$ cat src/rtl/tt_uart_tx.sv
// tt_uart_tx: byte-serial 8N1 UART transmitter with a small transmit FIFO.
// Bytes enter through a valid/ready write port, are queued, and are sent
// LSB first at CLK_DIV clocks per bit. tx is driven from a flop.
// Optional even-parity bit between data and stop: define TT_UART_TX_PARITY_EN.
module tt_uart_tx #(
  parameter int unsigned CLK_DIV    = 16,
  parameter int unsigned FIFO_DEPTH = 4
) (
  input  logic       clk,
  input  logic       rst_n,
  input  logic       ena,
  input  logic [7:0] wr_data,
  input  logic       wr_valid,
  output logic       wr_ready,
  output logic       tx,
  output logic       busy,
  output logic [4:0] fifo_count
);

  localparam int unsigned AW     = (FIFO_DEPTH > 1) ? $clog2(FIFO_DEPTH) : 1;
  localparam logic [7:0]  DIV_M1 = 8'(CLK_DIV - 1);
  localparam logic [4:0]  DEPTH  = 5'(FIFO_DEPTH);

  typedef enum logic [2:0] {
    S_IDLE,
    S_START,
    S_DATA,
    S_STOP
`ifdef TT_UART_TX_PARITY_EN
    , S_PARITY
`endif
  } state_t;

  // FIFO storage and pointers
  logic [7:0]    mem [FIFO_DEPTH];
  logic [AW-1:0] wr_ptr;
  logic [AW-1:0] rd_ptr;
  logic [4:0]    count_n;
  logic          push;
  logic          pop;

  // Transmitter state
  state_t     state, state_n;
  logic [7:0] baud_cnt, baud_cnt_n;
  logic [2:0] bit_idx, bit_idx_n;
  logic [7:0] shift, shift_n;
  logic       tx_n;
  logic       start_cond;
  logic       boundary;

  assign wr_ready   = (fifo_count != DEPTH);
  assign push       = wr_valid & wr_ready;
  assign start_cond = (fifo_count != 5'd0) & ena;
  assign boundary   = (baud_cnt == 8'd0);
  assign busy       = (state != S_IDLE) | (fifo_count != 5'd0);

  // FIFO data array; contents need no reset
  always_ff @(posedge clk) begin
    if (push) mem[wr_ptr] <= wr_data;
  end

  // FIFO pointers and occupancy
  always_ff @(posedge clk or negedge rst_n) begin
    if (!rst_n) begin
      wr_ptr     <= '0;
      rd_ptr     <= '0;
      fifo_count <= '0;
    end else begin
      if (push) wr_ptr <= wr_ptr + AW'(1);
      if (pop)  rd_ptr <= rd_ptr + AW'(1);
      fifo_count <= count_n;
    end
  end

  // Occupancy next value: simultaneous push and pop leaves it unchanged
  always_comb begin
    count_n = fifo_count;
    case ({push, pop})
      2'b10:   count_n = fifo_count + 5'd1;
      2'b01:   count_n = fifo_count - 5'd1;
      default: count_n = fifo_count;
    endcase
  end

  // Transmitter state register; tx is registered so the line never glitches
  always_ff @(posedge clk or negedge rst_n) begin
    if (!rst_n) begin
      state    <= S_IDLE;
      baud_cnt <= '0;
      bit_idx  <= '0;
      shift    <= '0;
      tx       <= 1'b1;
    end else begin
      state    <= state_n;
      baud_cnt <= baud_cnt_n;
      bit_idx  <= bit_idx_n;
      shift    <= shift_n;
      tx       <= tx_n;
    end
  end

  // Next-state, baud timing, pop request and next tx level
  always_comb begin
    state_n    = state;
    baud_cnt_n = baud_cnt;
    bit_idx_n  = bit_idx;
    shift_n    = shift;
    tx_n       = tx;
    pop        = 1'b0;

    if (state == S_IDLE) begin
      tx_n = 1'b1;
      if (start_cond) begin
        pop        = 1'b1;
        shift_n    = mem[rd_ptr];
        state_n    = S_START;
        tx_n       = 1'b0;
        baud_cnt_n = DIV_M1;
      end
    end else if (!boundary) begin
      baud_cnt_n = baud_cnt - 8'd1;
    end else begin
      baud_cnt_n = DIV_M1;
      case (state)
        S_START: begin
          state_n   = S_DATA;
          bit_idx_n = 3'd0;
          tx_n      = shift[0];
        end
        S_DATA: begin
          if (bit_idx == 3'd7) begin
`ifdef TT_UART_TX_PARITY_EN
            state_n = S_PARITY;
            tx_n    = ^shift;
`else
            state_n = S_STOP;
            tx_n    = 1'b1;
`endif
          end else begin
            bit_idx_n = bit_idx + 3'd1;
            tx_n      = shift[bit_idx + 3'd1];
          end
        end
`ifdef TT_UART_TX_PARITY_EN
        S_PARITY: begin
          state_n = S_STOP;
          tx_n    = 1'b1;
        end
`endif
        S_STOP: begin
          // Chain straight into the next start bit when a byte is waiting
          if (start_cond) begin
            pop     = 1'b1;
            shift_n = mem[rd_ptr];
            state_n = S_START;
            tx_n    = 1'b0;
          end else begin
            state_n = S_IDLE;
            tx_n    = 1'b1;
          end
        end
        default: begin
          state_n = S_IDLE;
          tx_n    = 1'b1;
        end
      endcase
    end
  end

endmodule

$ cat config.mk
export PLATFORM = sky130hd
export DESIGN_NAME = tt_uart_tx
export DESIGN_NICKNAME = d
export VERILOG_FILES = /design/src/rtl/tt_uart_tx.sv
export SDC_FILE = /design/constraint.sdc
export NUM_CORES = 1
export LEC_CHECK = 0
export ABC_AREA = 0
export BUFFER_PORTS_ARGS = -buffer_cell sky130_fd_sc_hd__buf_2
export CAP_MARGIN = 5
export CORE_UTILIZATION = 51
export DETAILED_ROUTE_END_ITERATION = 8
export PLACE_DENSITY = 0.69
export SKIP_LAST_GASP = 1
export SLEW_MARGIN = 10
export SYNTH_ARGS = -nofsm -noshare
export SYNTH_HDL_FRONTEND = slang
export SYNTH_SLANG_ARGS = --single-unit
$ cat constraint.sdc
create_clock -name clk -period 4.35 [get_ports clk]
set_clock_uncertainty 0.2 [all_clocks]
set_input_delay 0.2175 -clock clk [delete_from_list [all_inputs] [get_ports clk]]
set_output_delay 0.2175 -clock clk [all_outputs]
set_load 0.02 [all_outputs]
Word level (Yosys, flattened, before mapping):

Memories as Yosys holds them, arrays and structs flattened.
Index checks and enable logic that the tools add are counted.

* logic and storage cells: 70
* input port bits: 12
* output and inout port bits: 8
* bits in writable memories: 32
* memories kept: 1
* register bits: 32

Memory list
* mem: words 4, width 8, read ports 1, clocked after memory_dff 0, wr ports 1, line 35 `logic [7:0] mem [FIFO_DEPTH];`

* add/subtract/negate cells: 6
* bitwise operators: 4
* mux-type cells: 29
* order comparisons: 1
* reductions and logical operators: 11
* eq/ne operators: 10

Operators by type and width (count)
* $mux 8: 7
* $mux 3: 5
* $mux 1: 12
* $pmux 5 s2: 1
* $pmux 3 s3: 1
* $logic_not 8->1: 1
* $reduce_bool 2->1: 4
* $sub 8x1->8 const B: 1
* $eq 3x2->1 const B: 2
* $pmux 3 s2: 1
* $add 5x1->5 const B: 1
* $ne 5x3->1 const B: 1
* $reduce_bool 5->1: 1
* $sub 5x1->5 const B: 1
* $add 2x1->2 const B: 2
* $lt 3x4->1 const B: 1
* $ne 2x2->1 const B: 2
* $reduce_and 4->1: 1
* $add 3x1->3 const B: 1
* $bmux 1 s3: 1
* $eq 3x1->1 const B: 1
* $eq 3x3->1 const B: 1
* $logic_not 3->1: 1
* $ne 3x3->1 const B: 1
* 9 further kinds: 10

Longest topological paths before layout:

Gate-level depths: netlist of run 1.

* depth after elaboration: 8
* gate-level depth with buffers: 13
* gate-level depth less buffers: 12

Least setup slack after synthesis of run 1:

No wires, ideal clock.

* path type: reg2reg
* start point: register fifo_count[1]
* end point: register fifo_count[4]
* clock period less this slack: 3.177 ns
* setup time: 0.134 ns
* stages on the path, launching flop included: 13
* path slack: 1.173 ns
* required time: 4.016 ns
* path buffers: 2
* data arrival time: 2.844 ns
* path through: dfrtp_1 buf_6 or4_4 o21ai_4 nor2_1 ha_1 clkbuf_1 xor2_1 ha_1 o211a_1 o31ai_1 a31oi_1 xor2_1

* cells in the longest elaborated chain, start to end: 8
* elaborated cells between the ends (all ways): 14
* those cells by class: add/sub (2); eq/ne (3); mux (5); bitwise (2); reduce/logical (2)

RTL lines
* start, declared: line 17 `output logic [4:0] fifo_count`
* start signal, assigned: line 71 `fifo_count <= count_n;`
* $reduce_bool 5->1 (*): line 53 `assign start_cond = (fifo_count != 5'd0) & ena;`
* $and 1x1->1 (*): line 53
* $mux 1 (*): line 113, 152
* $mux 1: line 124 `case (state)`
* $mux 1: line 120 `end else if (!boundary) begin`
* $mux 1 (*): line 111 `if (state == S_IDLE) begin`
* via pop: line 40 `logic pop;`
* $eq 2x1->1 / $eq 2x2->1 (equally long branches): line 78 `case ({push, pop})`
* $pmux 5 s2 / $reduce_bool 2->1 (equally long branches)

The timed path passes the listed nets; every way through them passes the cells marked *.
A chain may end at the register's enable or synchronous reset.

Worst setup path after layout of run 1:

* start point: register state[0]
* end point: register fifo_count[4]

* cells in the longest elaborated chain, start to end: 6
* elaborated cells between the ends (all ways): 9
* those cells by class: eq/ne (3); mux (4); reduce/logical (2)

RTL lines
* start, declared: line 43 `state_t state, state_n;`
* start signal, assigned: line 94 `state <= state_n;`
* $eq 3x2->1: line 124
* $mux 1: line 124
* $mux 1: line 120
* $mux 1 (*): line 111
* via pop: line 40
* $eq 2x1->1 / $eq 2x2->1 (equally long branches): line 78
* $pmux 5 s2 / $reduce_bool 2->1 (equally long branches)

Marked as above.

==> impl_results.md, run 1 <==
- RSZ-0062 raised after global routing: false
- Overall power: around 2.4 mW
- Setup ws final: about 1100 ps
- Vias/cell: roughly 5.5
- Origin of the critical flop-to-flop path: state[0]$_DFFE_PN0P_
- Seq pwr share: 0.430
- CP required: 4370 ps
- Distinct cells, synth: 50
- GR Util All Layers: 0.185
- Via Count: around 1,800
- CP Launch Point: state[0]$_DFFE_PN0P_
- R2R Setup Slk: ~1100 ps
- CP arrival: 3300 ps
- CTS buffer count: 9
- Final std cells w/o fill: 330
- Power per cell area: about 670 nW/µm²
- Status: complete, but fails checks
- Detail Route Antenna Nets: 0
- Area Overhead vs Synth: 14.4%
- TritonCTS clock tree: yes
- Die area: 6380 µm²
- Tcrit/Tclk final: 0.753
- Gate Count Post-Synth: ~220
- Seq cells post-synth: between 60 and 70
- Core Region: 5890 µm²
- # H-tree levels: 3
- PortBufs: 19
- Congestion Overflow GR: 0
- Psw: 0.835 mW
- PostCTS Resize Cnt: 0
- Slew Viols, Final: 0
- Top-Level Pins: 20
- Vias in the first global route: 1,808
- Setup WS pre-CTS: around 1100 ps
- Fillers: between 400 and 500
- Placer congestion estimate: between 0.7 and 0.8
- Comb pwr share: 0.350
- Avg Cell Area, Syn: 14.1 µm²
- Detailed Route Iter0 Violations: 53
- DRT Wirelength: just over 5000 µm
- Pre-antenna DRT Iters: 6
- Fmax: between 300 and 400 MHz
- Final setup viols: 0
- Die Ht: 79.9 µm
- Multi-input logic area: about 1300 µm²
- Worst-margin pin slew: 712 ps
- WS Path Type: reg -> reg
- Share of layout cells above drive strength 1: 0.263
- Worst r2r path cells: 11
- DR DRC count: 1
- Clock share of power: 0.220
- Avg WL per Cell: ~16 µm
- Cell internal pwr: between 1.5 and 2 mW
- Post-CTS Setup Bufs: 0
- Worst slew margin: 0.526
- Chip width: 79.9 µm
- Cells after DPL: ~310
- Ys async rst share: 0.492
- Top cells by area, synth: edfxtp_1, dfrtp_1, mux4_2, ha_1, mux2_4
- Clock period minus worst slack: around 3300 ps
- Sink Count: 63
- Utilization after layout: 0.602
- Total number of yosys warnings: 0
- Area of the mapped netlist: ~3100 µm²
- R2R Path End: fifo_count[4]$_DFFE_PN0P_
- Setup crit end: fifo_count[4]$_DFFE_PN0P_
- Cell taking the most area after synthesis: edfxtp_1
- Sw Ratio: 0.354
- Top FF cell, synth: edfxtp_1
- Yosys top cell area share: 0.310
- Starting density of the core: 0.526
- Fin nets: about 280
- Largest net degree at the start of global routing: 32
- Crit end category: flip-flop
- Clock Latency Late Sink: between 300 and 400 ps
- Worst Hold Class: in -> reg
- Initial antenna violation count: 0
- CP max FO: 23
- Max_cap viols: 0
- First-pass GRT wire length: a little under 9000 µm
- Setup TNS: 0 ps
- Failing checks: DRC
- CTS Root Cell: clkbuf_8
- Post-synth EDFFs: 32
- Final HPWL DP: 3400 µm
- Syn_nets: 246
- Max rail drop VDD: between 0.0003 and 0.0004 V
- Register area share after synthesis: 0.561
- Area after DPL: 3250 µm²
- Max clock buf depth: 2
- Sequential standard cell area: 1740 µm²
- Design Area, Final: ~3500 µm²
- Final hold slack: around 73 ps
- Ant. Diodes: 0
- Lkg Pwr: approximately 1.4 nW
- Row cnt: 28
- CP Launch Type: flip-flop
- Final Hold Fails: 0
- Clock slew at reported path FFs: ~70 ps
==> state kept, by name, summed over array words and instances (netlist names) <==
name	flops
baud_cnt	8
bit_idx	3
fifo_count	5
mem	32
rd_ptr	2
shift	8
state	2
tx	1
wr_ptr	2
==> kinds of logic after synthesis <==
kind of cell,after synthesis,synth area share
DFF,63,0.561
and+or+nand+nor,51,0.105
AOI/OAI and AO/OA,40,0.0922
muxes,24,0.133
buffers and inverters,17,0.0230
adders and majority gates,15,0.0606
xor gates and xnor gates,9,0.0255
==> layout by cell type, fill, tap and decap left out, drive strengths merged, types with 4 or more instances in the layout <==
master / instances
nand2: 6
mux2: 12
buf: 19
nor2: 9
nor2b: 4
clkbuf: 9
inv: 11
a21oi: 6
ha: 15
dfrtp: 30
xor2: 6
nand2b: 4
dlygate4sd3: 9
a22o: 8
a31oi: 4
mux4: 10
and3: 5
nor3: 4
o21ai: 11
edfxtp: 32
==> synthesized netlist by cell type (2+ instances only) <==
master / instances
nor3_1: 2
mux2i_1: 2
xnor2_1: 3
nor3_4: 2
xor2_1: 6
ha_1: 15
and2_1: 2
clkbuf_1: 5
edfxtp_1: 32
nand2b_1: 4
nor2_1: 9
inv_1: 9
a22o_1: 7
or3_1: 3
nand4b_1: 2
nand2_1: 6
a21oi_1: 5
o21ai_0: 10
buf_1: 2
o31ai_1: 2
a21o_1: 2
and3_1: 5
mux2_2: 4
mux2_4: 8
nor3b_1: 2
dfrtp_1: 30
a31oi_1: 4
mux4_2: 10
nor2b_1: 4
nor4_1: 2
==> how the worst min path moves through the flow <==
stage | endpoint | cells after the start | slack (ps) | from
after global routing | baud_cnt[1]$_DFFE_PN0N_ | 3 | 70 | ena
final | baud_cnt[1]$_DFFE_PN0N_ | 3 | 70 | ena
after detailed placement | bit_idx[2]$_DFFE_PN0P_ | 1 | 110 | rst_n
after global placement | bit_idx[2]$_DFFE_PN0P_ | 1 | 110 | rst_n
after CTS | baud_cnt[1]$_DFFE_PN0N_ | 3 | 60 | ena
after floorplan | baud_cnt[0]$_DFFE_PN0N_ | 0 | -280 | rst_n
==> layer usage <==
layer	GRT usage	wire length (µm)
met1	0.249	2570
met4	0.0964	68
met5	0	0
met3	0.0411	101
met2	0.282	2450
==> power groups by stage <==
stage	clock network (mW)	logic (mW)	registers (mW)
floorplan	0	0.703	0.963
global placement	0	0.810	1.02
detailed placement	0	0.823	1.03
CTS	0.534	0.837	1.02
global route	0.556	0.917	1.04
finish	0.519	0.825	1.01
==> timing repair <==
item                                    in CTS  in global routing
endpoints found under the hold margin       62                  0
endpoints found under the setup margin       0                  0
hold buffers                                 9                  0
==> worst max-delay path, stage by stage, from the launching register on <==
cell     delay, ps
dfrtp_1        420
inv_1          130
ha_1           620
a31oi_1        130
nor2_1         270
ha_1           380
xor2_1         120
ha_1           230
o211a_1        210
o31ai_1        220
a31oi_1         80
xor2_1         160
==> final cells by class <==
class | instances | share of cell area
Clock inverter | 7 | 0.0226
Sequential cell | 63 | 0.491
Tap cell | 75 | 0.0265
Clock buffer | 9 | 0.0350
Timing Repair Buffer | 28 | 0.0523
Inverter | 9 | 0.00954
Multi-Input combinational cell | 139 | 0.363
No activity file was read; power rests on OpenSTA's default activity.
==> run 2: changes to the inputs <==
clock period = 3.1 ns   (was 4.35 ns; I/O delays follow)
==> run 2 against run 1 <==
Net effect: sequential power rose by 41%; via count rose by 2.5%; the run still ends with DRC left; non-clock buffer count rose by 6; die area did not move.
==> impl_results.md, run 2 (synthesized netlist as in run 1, its figures left out) <==
- CTS buffer count: 9 (unchanged)
- Ant. Diodes: 0 (unchanged)
- Worst-margin pin slew: 708 ps (-3.72 ps)
- Top-Level Pins: 20 (unchanged)
- Post-CTS Setup Bufs: 0 (unchanged)
- Power per cell area: 947 nW/µm² (+42%)
- Max clock buf depth: 2 (unchanged)
- R2R Setup Slk: 250 ps (-820 ps)
- Final Hold Fails: 0 (unchanged)
- CP Launch Point: baud_cnt[0]$_DFFE_PN0N_
- CP max FO: 5 (-78%)
- Die Ht: 79.9 µm (unchanged)
- Chip width: 79.9 µm (unchanged)
- Sink Count: 63 (unchanged)
- PortBufs: 19 (unchanged)
- Detailed Route Iter0 Violations: 127 (+140%)
- # H-tree levels: 3 (unchanged)
- CP Launch Type: flip-flop
- Row cnt: 28 (unchanged)
- Area Overhead vs Synth: 17.0%
- Sw Ratio: 0.346 (-0.00850)
- Detail Route Antenna Nets: 0 (unchanged)
- Final setup viols: 0 (unchanged)
- Max rail drop VDD: 0.000471 V (+31%)
- Origin of the critical flop-to-flop path: baud_cnt[0]$_DFFE_PN0N_
- Lkg Pwr: 1.48 nW (+3.0%)
- DR DRC count: 1 (unchanged)
- Most frequent cells in the layout: edfxtp_1, dfrtp_1, buf_2, ha_1, dlygate4sd3_1
- DRT Wirelength: 5260 µm (+1.4%)
- Clock Latency Late Sink: 350 ps (about the same)
- Cell family with most CP delay: compound AO/OA/AOI/OAI gates
- Clock slew at reported path FFs: 80 ps (about the same)
- Worst slew margin: 0.528 (+0.00248)
- Starting density of the core: 0.526 (unchanged)
- Slew Viols, Final: 0 (unchanged)
- Top reg by flops: mem
- Congestion Overflow GR: 0 (unchanged)
- Setup TNS: 0 ps (unchanged)
- Core Region: 5890 µm² (unchanged)
- Status: complete, but fails checks
- Clock share of power: 0.237 (+0.017)
- R2R Path End: fifo_count[4]$_DFFE_PN0P_
- Tcrit/Tclk final: 0.919 (+0.166)
- Largest net degree at the start of global routing: 32 (unchanged)
- Leading cell type in the layout, fill and taps excluded: edfxtp_1
- Max FFs per register: 32 (unchanged)
- Vias/cell: 5.52 (+0.66%)
- Multi-input logic area: 1290 µm² (+0.39%)
- Worst r2r path cells: 12 (+1)
- Placer congestion estimate: 0.832 (+4.0%)
- Sequential standard cell area: 1740 µm² (about the same)
- Clock period minus worst slack: 2850 ps (-427 ps)
- CP required: 3130 ps (-1240 ps)
- Avg WL per Cell: 15.7 µm (-0.37%)
- Die area: 6380 µm² (unchanged)
- WS Path Type: reg -> reg
- Crit end category: flip-flop
- Buffers and inverters on the worst path: 1 (unchanged)
- Fillers: 453 (-1.9%)
- Initial antenna violation count: 0 (unchanged)
- First-pass GRT wire length: 8800 µm (+1.8%)
- Pre-antenna DRT Iters: 6 (unchanged)
- Max stage delay cell, worst path: dfrtp_1
- Cell internal pwr: 2.24 mW (+47%)
- Seq pwr share: 0.413 (-0.017)
- Comb pwr share: 0.350 (about the same)
- Max_cap viols: 0 (unchanged)
- TritonCTS clock tree: yes
- Share of layout cells above drive strength 1: 0.284 (+0.0208)
- Fmax: 351 MHz (+15%)
- Largest regs: mem x32, baud_cnt x8, shift x8
- Cells along the critical path: inv_1 -> ha_1 -> nor4b_2 -> a31oi_1 -> nor2_2 -> ha_2 -> xor2_1 -> ha_1 -> o211a_1 -> o31ai_1 -> a31oi_1 -> xor2_1
- Psw: 1.19 mW (+42%)
- Final HPWL DP: 3570 µm (+4.9%)
- Final hold slack: 186 ps (+113 ps)
- Via Count: 1,855 (+2.5%)
- Fin nets: 283 (+2.2%)
- RSZ-0062 raised after global routing: false
- Overall power: 3.43 mW (+45%)
- CP arrival: 2880 ps (-420 ps)
- GR Util All Layers: 0.191 (+0.00534)
- Worst Hold Class: in -> async
- Failing checks: DRC
- Vias in the first global route: 1,823 (+0.83%)
- CTS Root Cell: clkbuf_8
- Critical path's largest stage delay: 390 ps (-230 ps)
-- run 2: metrics by stage --
stage          utilization  cell area, µm²  worst slack (ps)  std cells
2_1_floorplan            -            3100             0.341        219
3_3_place_gp         0.557            3280               296        309
3_5_place_dp         0.557            3280               242        309
4_1_cts              0.615            3620               191        336
5_1_grt              0.615            3620              20.5        336
6_report             0.615            3620               250        336
-- run 2: power by group through the flow --
stage,Sequential (mW),Clock [mW],Combinational (mW)
finish,1.42,0.812,1.20
floorplan,1.35,0,0.991
global placement,1.43,0,1.17
global route,1.46,0.869,1.33
detailed placement,1.44,0,1.20
CTS,1.42,0.836,1.22
-- run 2: repair_timing --
action | in CTS | in global routing
hold buffers | 11 | 0
resized for setup | 0 | 1
endpoints found under the hold margin | 64 | 0
setup endpoints to repair | 0 | 1
-- run 2: final cells by class --
class	count	area share
Inverter	9	0.00933
Tap cell	75	0.0259
Clock inverter	7	0.0287
Sequential cell	63	0.480
Multi-Input combinational cell	139	0.357
Clock buffer	9	0.0342
Timing Repair Buffer	34	0.0650
-- run 2: worst max path at each step --
stage / end / slack, ps / depth (start not counted)
after floorplan: fifo_count[4]$_DFFE_PN0P_ / 0.3 / 12
after global placement: fifo_count[4]$_DFFE_PN0P_ / 300 / 10
after detailed placement: fifo_count[4]$_DFFE_PN0P_ / 240 / 10
after CTS: fifo_count[4]$_DFFE_PN0P_ / 190 / 12
after global routing: fifo_count[4]$_DFFE_PN0P_ / 20 / 12
final: fifo_count[4]$_DFFE_PN0P_ / 250 / 12
-- run 2: routing by layer --
layer | vias up | part of all wire | global-route usage
met1 | 918 | 0.47 | 0.245
met2 | 26 | 0.48 | 0.295
li1 | 904 | - | -
met3 | 7 | 0.030 | 0.0594
met5 | - | 0 | 0
met4 | 0 | 0.016 | 0.0875
